===== config.mk =====
export PLATFORM = sky130hd
export DESIGN_NAME = p4_router_ing_arbiter
export DESIGN_NICKNAME = d
export VERILOG_FILES = /design/src/rtl/p4_router_ing_arbiter.sv
export SDC_FILE = /design/constraint.sdc
export NUM_CORES = 1
export LEC_CHECK = 0
export BUFFER_PORTS_ARGS = -buffer_cell sky130_fd_sc_hd__buf_2
export CAP_MARGIN = 20
export CELL_PAD_IN_SITES_DETAIL_PLACEMENT = 0
export CELL_PAD_IN_SITES_GLOBAL_PLACEMENT = 2
export CORE_MARGIN = 3
export CORE_UTILIZATION = 23
export CTS_CLUSTER_DIAMETER = 50
export DETAILED_ROUTE_END_ITERATION = 6
export HOLD_SLACK_MARGIN = 0.05
export PLACE_DENSITY = 0.83
export SYNTH_ARGS = -nofsm -noshare
export SYNTH_HDL_FRONTEND = slang
export SYNTH_SLANG_ARGS = --single-unit

===== constraint.sdc =====
create_clock -name clk -period 4.5 [get_ports clk]
set_input_delay 0.675 -clock clk [delete_from_list [all_inputs] [get_ports clk]]
set_output_delay 0.675 -clock clk [all_outputs]
set_load 0.02 [all_outputs]

===== src/rtl/p4_router_ing_arbiter.sv =====
// p4_router_ing_arbiter: packet-level round-robin merge of per-port AXIS ingress streams.
// Define P4_ROUTER_ING_ARB_PKT_CNT_EN to add per-port output packet counters.
module p4_router_ing_arbiter #(
  parameter int NUM_PORTS     = 4,
  parameter int DATA_BYTES    = 8,
  parameter int PORT_ID_WIDTH = 5
) (
  input  logic                              clk,
  input  logic                              resetn,
  input  logic [NUM_PORTS-1:0]              port_enable,
  input  logic [NUM_PORTS-1:0]              in_tvalid,
  output logic [NUM_PORTS-1:0]              in_tready,
  input  logic [NUM_PORTS*DATA_BYTES*8-1:0] in_tdata,
  input  logic [NUM_PORTS*DATA_BYTES-1:0]   in_tkeep,
  input  logic [NUM_PORTS-1:0]              in_tlast,
  output logic                              out_tvalid,
  input  logic                              out_tready,
  output logic [DATA_BYTES*8-1:0]           out_tdata,
  output logic [DATA_BYTES-1:0]             out_tkeep,
  output logic                              out_tlast,
  output logic [PORT_ID_WIDTH-1:0]          out_tuser,
  output logic                              out_sof
`ifdef P4_ROUTER_ING_ARB_PKT_CNT_EN
  ,
  output logic [NUM_PORTS*32-1:0]           pkt_cnt,
  input  logic [NUM_PORTS-1:0]              pkt_cnt_clear
`endif
);
  localparam int DW = DATA_BYTES * 8;
  typedef enum logic {IDLE, XFER} state_t;
  state_t                   r_state, w_state_nxt;
  logic [PORT_ID_WIDTH-1:0] r_grant, r_last_grant, w_sel;
  logic                     r_first, r_tvalid, r_tlast, r_sof;
  logic [DW-1:0]            r_tdata, w_src_data;
  logic [DATA_BYTES-1:0]    r_tkeep, w_src_keep;
  logic [PORT_ID_WIDTH-1:0] r_tuser;
  logic [NUM_PORTS-1:0]     w_req;
  logic                     w_src_vld, w_src_last, w_room, w_xfer, w_hs, w_arb;
  int                       w_best;
  always_comb begin
    w_req      = in_tvalid & port_enable;
    w_best     = NUM_PORTS;
    w_sel      = '0;
    w_src_vld  = 1'b0;
    w_src_data = '0;
    w_src_keep = '0;
    w_src_last = 1'b0;
    in_tready  = '0;
    w_room     = out_tready | ~r_tvalid;
    w_xfer     = r_state == XFER;
    // circular distance from last_grant+1; smallest distance wins
    for (int i = 0; i < NUM_PORTS; i++) begin
      if (w_req[i] && ((i > int'(r_last_grant)) ? i - int'(r_last_grant) - 1
                                                 : i + NUM_PORTS - int'(r_last_grant) - 1) < w_best) begin
        w_best = (i > int'(r_last_grant)) ? i - int'(r_last_grant) - 1
                                          : i + NUM_PORTS - int'(r_last_grant) - 1;
        w_sel  = PORT_ID_WIDTH'(i);
      end
      if (r_grant == PORT_ID_WIDTH'(i)) begin
        w_src_vld    = in_tvalid[i];
        w_src_data   = in_tdata[i*DW +: DW];
        w_src_keep   = in_tkeep[i*DATA_BYTES +: DATA_BYTES];
        w_src_last   = in_tlast[i];
        in_tready[i] = w_xfer & w_room;
      end
    end
    w_hs        = w_xfer & w_src_vld & w_room;
    w_arb       = (r_state == IDLE) & (|w_req) & w_room;
    w_state_nxt = w_arb ? XFER : (w_hs & w_src_last) ? IDLE : r_state;
  end
  always_ff @(posedge clk or negedge resetn) begin
    if (!resetn) begin
      r_state      <= IDLE;
      r_grant      <= '0;
      r_last_grant <= PORT_ID_WIDTH'(NUM_PORTS - 1);
      r_first      <= 1'b0;
      r_tvalid     <= 1'b0;
      r_tdata      <= '0;
      r_tkeep      <= '0;
      r_tlast      <= 1'b0;
      r_tuser      <= '0;
      r_sof        <= 1'b0;
    end else begin
      r_state <= w_state_nxt;
      if (w_arb) begin
        r_grant      <= w_sel;
        r_last_grant <= w_sel;
        r_first      <= 1'b1;
      end
      if (w_hs) begin
        r_tvalid <= 1'b1;
        r_tdata  <= w_src_data;
        r_tkeep  <= w_src_keep;
        r_tlast  <= w_src_last;
        r_tuser  <= r_grant;
        r_sof    <= r_first;
        r_first  <= 1'b0;
      end else if (out_tready) begin
        r_tvalid <= 1'b0;
        r_sof    <= 1'b0;
      end
    end
  end
  assign out_tvalid = r_tvalid;
  assign out_tdata  = r_tdata;
  assign out_tkeep  = r_tkeep;
  assign out_tlast  = r_tlast;
  assign out_tuser  = r_tuser;
  assign out_sof    = r_sof;
`ifdef P4_ROUTER_ING_ARB_PKT_CNT_EN
  for (genvar g = 0; g < NUM_PORTS; g++) begin : g_cnt
    logic [31:0] r_cnt;
    always_ff @(posedge clk or negedge resetn) begin
      if (!resetn) r_cnt <= '0;
      else if (pkt_cnt_clear[g]) r_cnt <= '0;
      else if (r_tvalid && out_tready && r_tlast && r_tuser == PORT_ID_WIDTH'(g) && r_cnt != '1) r_cnt <= r_cnt + 32'd1;
    end
    assign pkt_cnt[g*32 +: 32] = r_cnt;
  end
`endif
endmodule


==> impl_metrics.json, run 1 <==
{
  "synth-edff-count": 0,
  "ys_async_sr_fraction_pct": 100.0,
  "slew_viol_final": 0,
  "synth_top_family_by_area": "multiplexers",
  "area_growth_pct": 50.46,
  "fin_crit_ns": 4.326,
  "clock_latency_ns": 0.34,
  "core_area_sq_mm": 0.02368,
  "synth_area_per_cell_sq_um": 14.88,
  "setup_tns_ns": 0,
  "synth-seq-area-share_pct": 37.27,
  "setup_viol": 0,
  "hp-class": "primary input to asynchronous set/reset pin",
  "grt_pass1_vias": 5046,
  "row_count": 56,
  "num_io_pins": 387,
  "io_buffers": 383,
  "synth.mux.area_fraction_pct": 45.21,
  "worst_pin_slew_ns": 0.7690,
  "power.density_mw_per_mm2": 618.5,
  "synth_xor_area_share_pct": 0.4710,
  "synthAdderAreaFrac_pct": 3.813,
  "drive_above_1_share_pct": 78.08,
  "cap_violations": 0,
  "yosys_warnings": 0,
  "die_x_microns": 161.7,
  "cellLeakagePower_nw": 3.907,
  "ant_nets": 0,
  "ys_types": 51,
  "ir_drop_uv": 337.8,
  "yosys.area_share.simple_pct": 4.979,
  "endpoint_kind": "flip-flop",
  "overflow": 0,
  "fin_skew_ns": 0.008745,
  "synth_ff_type": "dfrtp_1",
  "track_usage_pct": 15.20,
  "cts_buffers": 9,
  "drtIter0Drc": 260,
  "wl_per_cell_microns": 19.29,
  "path_clk_slew_ns": 0.07,
  "start_kind": "flip-flop",
  "critPathMaxFanout": 5,
  "final_cell_mix": "buf_2 (382), dfrtp_1 (79), mux2_2 (75)",
  "synth-compound-area-share_pct": 4.216,
  "cts_max_path_buffers": 2,
  "final_common_cell": "buf_2",
  "syn_inst": 375,
  "synth_top_area_cell": "dfrtp_1",
  "fp.dieH_microns": 161.7,
  "clkSinkCount": 83,
  "drc": 0,
  "status": "finished, final reports clean",
  "fmax_ghz": 0.2311,
  "gp_congestion": 0.7988,
  "cts_htree_levels": 3,
  "ys_ff_latch": 83,
  "slew_headroom_pct": 47.41,
  "worstSetupPathType": "flip-flop to flip-flop",
  "drt-vias-per-instance": 4.587,
  "hold_viol_final": 0,
  "antenna_cells": 0,
  "grt_pass1_wl_microns": 30420,
  "dieArea_sq_mm": 0.02616,
  "antenna_found_initial": 3,
  "vias": 5000,
  "post-route-period-util_pct": 96.14,
  "cts_root_buffer": "clkbuf_16",
  "cp.arrival_ns": 4.60,
  "hold_ws_ns": 0.3647,
  "hpwlAfterDp_microns": 17130,
  "hold_buffers": 0,
  "yosysTopAreaCellShare_pct": 36.33,
  "cp.required_ns": 4.77,
  "grt_max_degree": 82,
  "initial_core_util_pct": 23.56,
  "syn_area_sq_mm": 0.005579,
  "synth_area_leaders": "dfrtp_1 (36%), mux4_2 (29%), mux2_2 (15%), ha_1 (3.8%), buf_4 (1.3%)",
  "wl_microns": 21030,
  "cts_tree": "yes",
  "totalPowerFinal_w": 0.005192,
  "final_nets": 1086,
  "dr.pass1.iters": 4
}
layer usage:
metal  part of all wire [%]  GRT usage [%]
met5                   0.19              0
met2                     51          26.11
met1                     39          19.17
met4                    1.5          3.412
met3                    7.6          4.208
cell usage after synthesis, types with 2 or more instances:
cell / instances
a211oi_1: 2
a21oi_1: 8
a21oi_2: 2
and2_1: 3
and3_1: 2
and4b_1: 2
buf_2: 9
buf_4: 10
clkbuf_1: 8
clkbuf_8: 2
conb_1: 2
dfrtp_1: 81
dfstp_2: 2
ha_1: 17
inv_1: 6
mux2_2: 75
mux2i_1: 3
mux4_2: 72
nand2_1: 11
nand2_2: 2
nand3_1: 6
nor2_1: 6
nor3_1: 2
nor3b_1: 4
o21a_1: 2
o21ai_0: 8
o22ai_1: 2
xor2_1: 3
flip-flops by register name, summed over array words and instances (netlist names):
signal,flops
out_tvalid,1
out_tlast,1
r_first,1
r_grant,2
r_state,1
out_tdata,64
out_tuser,2
r_last_grant,2
out_sof,1
out_tkeep,8
through the flow:
| step | instances | cell area [sq um] | setup slack (ns) | util [%] |
|---|---|---|---|---|
| 3_5_place_dp | 1070 | 7884 | -0.006254 | 33.29 |
| 5_1_grt | 1090 | 8394 | -0.02873 | 35.44 |
| 2_1_floorplan | 381 | 5602 | 0.02644 | - |
| 6_report | 1090 | 8394 | 0.1737 | 35.44 |
| 3_3_place_gp | 1070 | 7884 | 0.06007 | 33.29 |
| 4_1_cts | 1087 | 8214 | 0.03109 | 34.68 |
timing repair:
action	4_1_cts	5_1_grt
pin swaps	1	15
resized for setup	3	28
endpoints found under the setup margin	4	4
setup buffers	1	3
layout make-up:
type	instances	area, sq um
flip-flops and latches	83	2087
clock inverters	7	85.08
repair buffers	404	2101
multi-input cells	261	3468
clock buffers	9	225.2
inverters	7	28.78
fillers	2409	15290
well taps	319	399.1
power breakdown:
part / switching [W] / internal, W / leakage [nW]
Sequential: 0.000245 / 0.00114 / 0.975
Combinational: 0.00155 / 0.00148 / 2.78
Clock: 0.000332 / 0.000439 / 0.149
Total: 0.00213 / 0.00306 / 3.91
path summary, 6_finish.rpt:
| check | from | to | slack [ns] | depth (start not counted) |
|---|---|---|---|---|
| max | r_last_grant[0] | r_grant[1] | 0.17 | 21 |
| min | resetn | out_tdata[6] | 0.36 | 1 |
| max reg2reg | r_last_grant[0] | r_grant[1] | 0.17 | 21 |
| min reg2reg | out_tdata[57] | out_tdata[57] | 0.50 | 1 |
| max in group asynchronous | resetn | out_tdata[53] | 3.23 | 2 |
| min in group clk | out_tdata[57] | out_tdata[57] | 0.50 | 1 |
worst max-delay path, stage by stage, from the launching register on:
cell and delay [ns]:
dfstp_2 0.53, inv_1 0.05, ha_1 0.20, and2_1 0.18
ha_4 0.28, and4b_1 0.21, a21oi_4 0.21, buf_6 0.16
o22ai_2 0.07, a32oi_2 0.27, ha_4 0.25, o21a_1 0.18
o311a_1 0.14, nor2_2 0.18, nor2_2 0.07, a21oi_2 0.10
ha_1 0.15, or3b_4 0.38, nor2_2 0.09, nand2_1 0.09
a311o_2 0.38, nand3_1 0.08
kinds of logic after synthesis:
kind of cell,count (synthesis)
other,2
flip-flops,83
XOR/XNOR,3
multiplexers,151
adder cells (fa/ha/maj),17
AO/OA/AOI/OAI,34
buffers and inverters,37
AND/OR/NAND/NOR,48
(Power assumes the default switching activity.)
==> run 2, diff against run 1 <==
--- a/config.mk
+++ b/config.mk
@@ -7,7 +7,7 @@
 export LEC_CHECK = 0
 export BUFFER_PORTS_ARGS = -buffer_cell sky130_fd_sc_hd__buf_2
 export CAP_MARGIN = 20
-export CELL_PAD_IN_SITES_DETAIL_PLACEMENT = 0
+export CELL_PAD_IN_SITES_DETAIL_PLACEMENT = 1
 export CELL_PAD_IN_SITES_GLOBAL_PLACEMENT = 2
 export CORE_MARGIN = 3
 export CORE_UTILIZATION = 23
==> impl_metrics.json, run 2 (synthesized netlist as in run 1, its figures left out) <==
{
  "cp_slowest_stage_delay_ns": 0.53,
  "cts_buffers": 9,
  "row_count": 56,
  "final_common_cell": "buf_2",
  "overflow": 0,
  "core_area_sq_mm": 0.02368,
  "slew_headroom_pct": 50.00,
  "cpMaxStageDelayCell": "dfstp_2",
  "track_usage_pct": 16.01,
  "place_inst": 1070,
  "worst_pin_slew_ns": 0.7311,
  "slew_viol_final": 0,
  "endpoint_kind": "flip-flop",
  "setup_viol": 0,
  "num_io_pins": 387,
  "p_seq_share_pct": 26.7,
  "sw_frac_of_total_pct": 41.84,
  "power.density_mw_per_mm2": 622.4,
  "placed_area_sq_mm": 0.007884,
  "ir_drop_uv": 420.6,
  "crit_family": "compound AO/OA/AOI/OAI gates",
  "clkSinkCount": 83,
  "cp.arrival_ns": 4.55,
  "fill_cells": 2694,
  "start_kind": "flip-flop",
  "drt-vias-per-instance": 4.631,
  "grt_pass1_wl_microns": 31890,
  "drive_above_1_share_pct": 77.95,
  "rsz0062_at_grt": "false",
  "cp.required_ns": 4.78,
  "hpwlAfterDp_microns": 18280,
  "fin_crit_ns": 4.267,
  "ant_nets": 0,
  "io_buffers": 383,
  "antenna_found_initial": 4,
  "wl_microns": 22480,
  "largest_reg_flops": 64,
  "vias": 5052,
  "comb_power_share_pct": 59.2,
  "crit_chain": "inv_1 > buf_4 > ha_1 > xor2_2 > ha_4 > nand3_4 > a21oi_4 > buf_4 > o22ai_4 > a32oi_2 > ha_4 > o21a_1 > o311a_4 > nor2_4 > nor2_1 > a21oi_1 > ha_1 > or3b_4 > nor2_1 > nand2_1 > a311o_2 > nand3_1",
  "cts_root_buffer": "clkbuf_16",
  "p_sw_w": 0.002189,
  "cts_max_path_buffers": 2,
  "final_cell_area_sq_mm": 0.008408,
  "grt_pass1_vias": 5441,
  "fp.dieH_microns": 161.7,
  "hp-class": "primary input to asynchronous set/reset pin",
  "dieArea_sq_mm": 0.02616,
  "worstSetupPathType": "flip-flop to flip-flop",
  "fin_skew_ns": 0.008947,
  "fin_cells": 1091,
  "drtIter0Drc": 246,
  "area_growth_pct": 50.71,
  "die_x_microns": 161.7,
  "clock_latency_ns": 0.34,
  "multi_input_area_sq_mm": 0.003501,
  "regArea_sq_mm": 0.002087,
  "hold_ws_ns": 0.3664,
  "cellLeakagePower_nw": 3.901,
  "gp_congestion": 0.7988,
  "power.share.clock_pct": 14.2,
  "cp.buffers_inverters": 3,
  "post-route-period-util_pct": 94.83,
  "drc": 0,
  "grt_max_degree": 82,
  "final_cell_mix": "buf_2 (382), dfrtp_1 (79), mux2_2 (75)",
  "path_clk_slew_ns": 0.07,
  "cts_htree_levels": 3,
  "final_nets": 1086,
  "initial_core_util_pct": 23.56,
  "cts_tree": "yes",
  "hold_viol_final": 0,
  "critPathMaxFanout": 4,
  "final_core_util_pct": 35.50,
  "dr.pass1.iters": 6,
  "wl_per_cell_microns": 20.61,
  "hold_buffers": 0,
  "cap_violations": 0,
  "status": "finished, final reports clean",
  "internal_power_w": 0.003044,
  "fmax_ghz": 0.2343
}
run 2: cell types whose count changed in the layout (fill, tap and decap cells not counted), moves of 2 or more:
cell | before | now
a21oi_2 | 2 | 0
buf_4 | 18 | 20
buf_6 | 3 | 1
clkbuf_8 | 0 | 2
nor2_1 | 2 | 4
nor2_2 | 3 | 1
run 2: final timing paths:
check,end,from,slack (ns),depth (start not counted)
hold reg to reg,out_tdata[57],out_tdata[57],0.50,1
setup / recovery,r_last_grant[1],r_last_grant[1],0.23,22
min in group clk,out_tdata[57],out_tdata[57],0.50,1
max in group asynchronous,out_tdata[32],resetn,3.24,2
hold / removal,out_tdata[48],resetn,0.37,1
setup reg to reg,r_last_grant[1],r_last_grant[1],0.23,22
run 2: worst reg2reg max path, cell delays in order (launching register included):
cell,delay (ns)
dfstp_2,0.53
inv_1,0.06
buf_4,0.13
ha_1,0.20
xor2_2,0.20
ha_4,0.29
nand3_4,0.08
a21oi_4,0.18
buf_4,0.15
o22ai_4,0.06
a32oi_2,0.27
ha_4,0.25
o21a_1,0.19
o311a_4,0.14
nor2_4,0.10
nor2_1,0.07
a21oi_1,0.12
ha_1,0.16
or3b_4,0.38
nor2_1,0.10
nand2_1,0.09
a311o_2,0.38
nand3_1,0.09
run 2: layer usage:
metal  vias up  track usage [%]  share of wire [%]
met2       201            28.34                 52
met5         -                0               0.18
li1       2259                -                  -
met3        33            4.132                6.5
met4         6            5.079                2.2
met1      2553            19.08                 39
run 2: per-stage QoR:
step / setup TNS, ns / total power [W] / setup WS (ns)
after detailed placement: -0.1482 / 0.004381 / -0.03774
after floorplan: 0 / 0.003386 / 0.02644
after global placement: 0 / 0.004294 / 0.06007
after CTS: 0 / 0.005165 / 0.004403
final: 0 / 0.005233 / 0.2329
after global routing: 0 / 0.005551 / 0.02594
run 2: power by group through the flow:
stage	Sequential, W	Clock [W]	Combinational [W]
2_1_floorplan	0.00177	0	0.00162
3_3_place_gp	0.00139	0	0.00291
3_5_place_dp	0.00142	0	0.00297
4_1_cts	0.00140	0.000773	0.00299
5_1_grt	0.00145	0.000810	0.00329
6_report	0.00140	0.000742	0.00310
run 2: timing repair:
item	CTS	global route
resized for setup	3	28
endpoints found under the setup margin	4	4
buffers inserted	0	4
hold endpoints to repair	0	0
pin swaps	3	13
run 2: area by class of cell:
cell class                 instances  share of cell area (%)
inverter                           7                  0.3423
sequential                        83                   24.82
clock inverter                     5                  0.5208
clock buffer                      11                   3.006
timing repair buffer             404                   24.90
antenna                            1                 0.02976
multi-input combinational        261                   41.64
tap                              319                   4.747
==> run 3, diff against run 2 <==
--- a/config.mk
+++ b/config.mk
@@ -15,6 +15,7 @@
 export DETAILED_ROUTE_END_ITERATION = 6
 export HOLD_SLACK_MARGIN = 0.05
 export PLACE_DENSITY = 0.83
+export REMOVE_ABC_BUFFERS = 1
 export SYNTH_ARGS = -nofsm -noshare
 export SYNTH_HDL_FRONTEND = slang
 export SYNTH_SLANG_ARGS = --single-unit
==> constraint.sdc (replaced) <==
create_clock -name clk -period 4.5 [get_ports clk]
set_input_delay 0.9 -clock clk [delete_from_list [all_inputs] [get_ports clk]]
set_output_delay 0.9 -clock clk [all_outputs]
set_load 0.01 [all_outputs]
==> impl_metrics.json, run 3 (synthesized netlist as in run 1, its figures left out) <==
{
  "critPathMaxFanout": 8,
  "dieArea_sq_mm": 0.02616,
  "final_cell_area_sq_mm": 0.008463,
  "path_clk_slew_ns": 0.07,
  "cellLeakagePower_nw": 3.911,
  "multi_input_area_sq_mm": 0.003516,
  "hpwlAfterDp_microns": 17840,
  "grt_pass1_vias": 5295,
  "largest_reg_flops": 64,
  "fmax_ghz": 0.2279,
  "grt_pass1_wl_microns": 31420,
  "cts_buffers": 9,
  "fin_skew_ns": 0.01065,
  "io_buffers": 383,
  "place_inst": 1074,
  "slew_headroom_pct": 44.07,
  "row_count": 56,
  "cts_htree_levels": 3,
  "drc": 0,
  "die_x_microns": 161.7,
  "antenna_found_initial": 1,
  "core_area_sq_mm": 0.02368,
  "hold_viol_final": 0,
  "power.density_mw_per_mm2": 591.1,
  "cp.arrival_ns": 4.65,
  "ir_drop_uv": 355.4,
  "gp_congestion": 0.8467,
  "fp.dieH_microns": 161.7,
  "wl_per_cell_microns": 20.53,
  "fin_crit_ns": 4.388,
  "initial_core_util_pct": 23.56,
  "cp.required_ns": 4.76,
  "endpoint_kind": "flip-flop",
  "worstSetupPathType": "flip-flop to flip-flop",
  "track_usage_pct": 15.69,
  "clkSinkCount": 83,
  "grt_max_degree": 62,
  "ant_nets": 0,
  "drt-vias-per-instance": 4.637,
  "totalPowerFinal_w": 0.005002,
  "hold_buffers": 0,
  "overflow": 0,
  "clock_latency_ns": 0.34,
  "start_kind": "flip-flop",
  "dr.pass1.iters": 4,
  "final_nets": 1090,
  "area_growth_pct": 51.69,
  "num_io_pins": 387,
  "cts_max_path_buffers": 2,
  "wl_microns": 22460,
  "fill_cells": 2689,
  "slew_viol_final": 0,
  "antenna_cells": 0,
  "final_cell_mix": "buf_2 (382), dfrtp_1 (79), mux2_2 (75)",
  "cts_tree": "yes",
  "worst_pin_slew_ns": 0.8178,
  "fin_cells": 1094,
  "vias": 5073,
  "post-route-period-util_pct": 97.51,
  "setup_viol": 0,
  "cap_violations": 0,
  "final_common_cell": "buf_2",
  "cts_root_buffer": "clkbuf_16",
  "regArea_sq_mm": 0.002087,
  "setup_tns_ns": 0,
  "placed_area_sq_mm": 0.007914,
  "drive_above_1_share_pct": 79.10,
  "status": "finished, final reports clean",
  "drtIter0Drc": 171,
  "hp-class": "flip-flop to flip-flop",
  "rrSetupSlack_ns": 0.11
}
-- run 3: cell types whose count changed in the layout (fill, tap and decap cells not counted), sizes merged --
cell / previous run / this run
clkinvlp: 2 / 3
bufinv: 0 / 1
clkinv: 1 / 0
clkbuf: 11 / 10
buf: 404 / 408
diode: 1 / 0
-- run 3: what timing repair did --
item,in CTS,in global routing
setup endpoints to repair,4,4
pin swaps,5,20
resized for setup,4,36
setup buffers,0,4
-- run 3: worst paths after layout --
kind	start	to	depth (start not counted)
max	r_last_grant[0]	r_grant[0]	22
min	out_tdata[13]	out_tdata[13]	1
max reg2reg	r_last_grant[0]	r_grant[0]	22
min reg2reg	out_tdata[13]	out_tdata[13]	1
max in group asynchronous	resetn	out_tdata[53]	2
min in group asynchronous	resetn	out_tdata[55]	1
-- run 3: cell type report --
cell class,count,area share (%)
inverter,7,0.3400
sequential,83,24.66
tap,319,4.716
timing repair buffer,408,25.18
clock buffer,10,2.706
multi-input combinational,261,41.54
clock inverter,6,0.8575
-- run 3: metal layers --
layer  routed length [microns]  global-route usage, %  vias up
met4                       368                  3.916        2
met1                      8526                  18.47     2584
met5                        13                      0        -
li1                          -                      -     2274
met2                     12210                  29.18      185
met3                      1340                  3.213       28
-- run 3: critical path: stages (launching register included) --
cell and delay (ns):
dfstp_2 0.53, buf_4 0.17, ha_2 0.24, xor2_4 0.21, ha_4 0.16, a21oi_2 0.06
a21oi_4 0.21, buf_6 0.15, o22ai_2 0.07, a32oi_2 0.20, ha_2 0.31, o21a_1 0.22
o311a_1 0.17, nor2_2 0.15, nor2_2 0.07, a21oi_2 0.11, ha_1 0.16, or3b_4 0.40
nor2_4 0.11, nand2_2 0.07, a211oi_2 0.28, a22oi_2 0.15, nand3_1 0.11
-- run 3: power by group --
group / leakage [nW] / internal, W / switching, W
registers: 0.975 / 0.00114 / 0.000235
logic: 2.80 / 0.00151 / 0.00135
clock network: 0.137 / 0.000437 / 0.000330
-- run 3: per-stage QoR --
step	utilization (%)	hold slack (ns)	worst slack, ns
6_report	35.74	0.5006	0.1123
5_1_grt	35.74	0.5162	-0.1387
4_1_cts	34.75	0.5043	0.02236
3_5_place_dp	33.42	0.4697	-0.1093
3_3_place_gp	33.33	0.4609	-0.01894
2_1_floorplan	-	0.5020	-0.7426
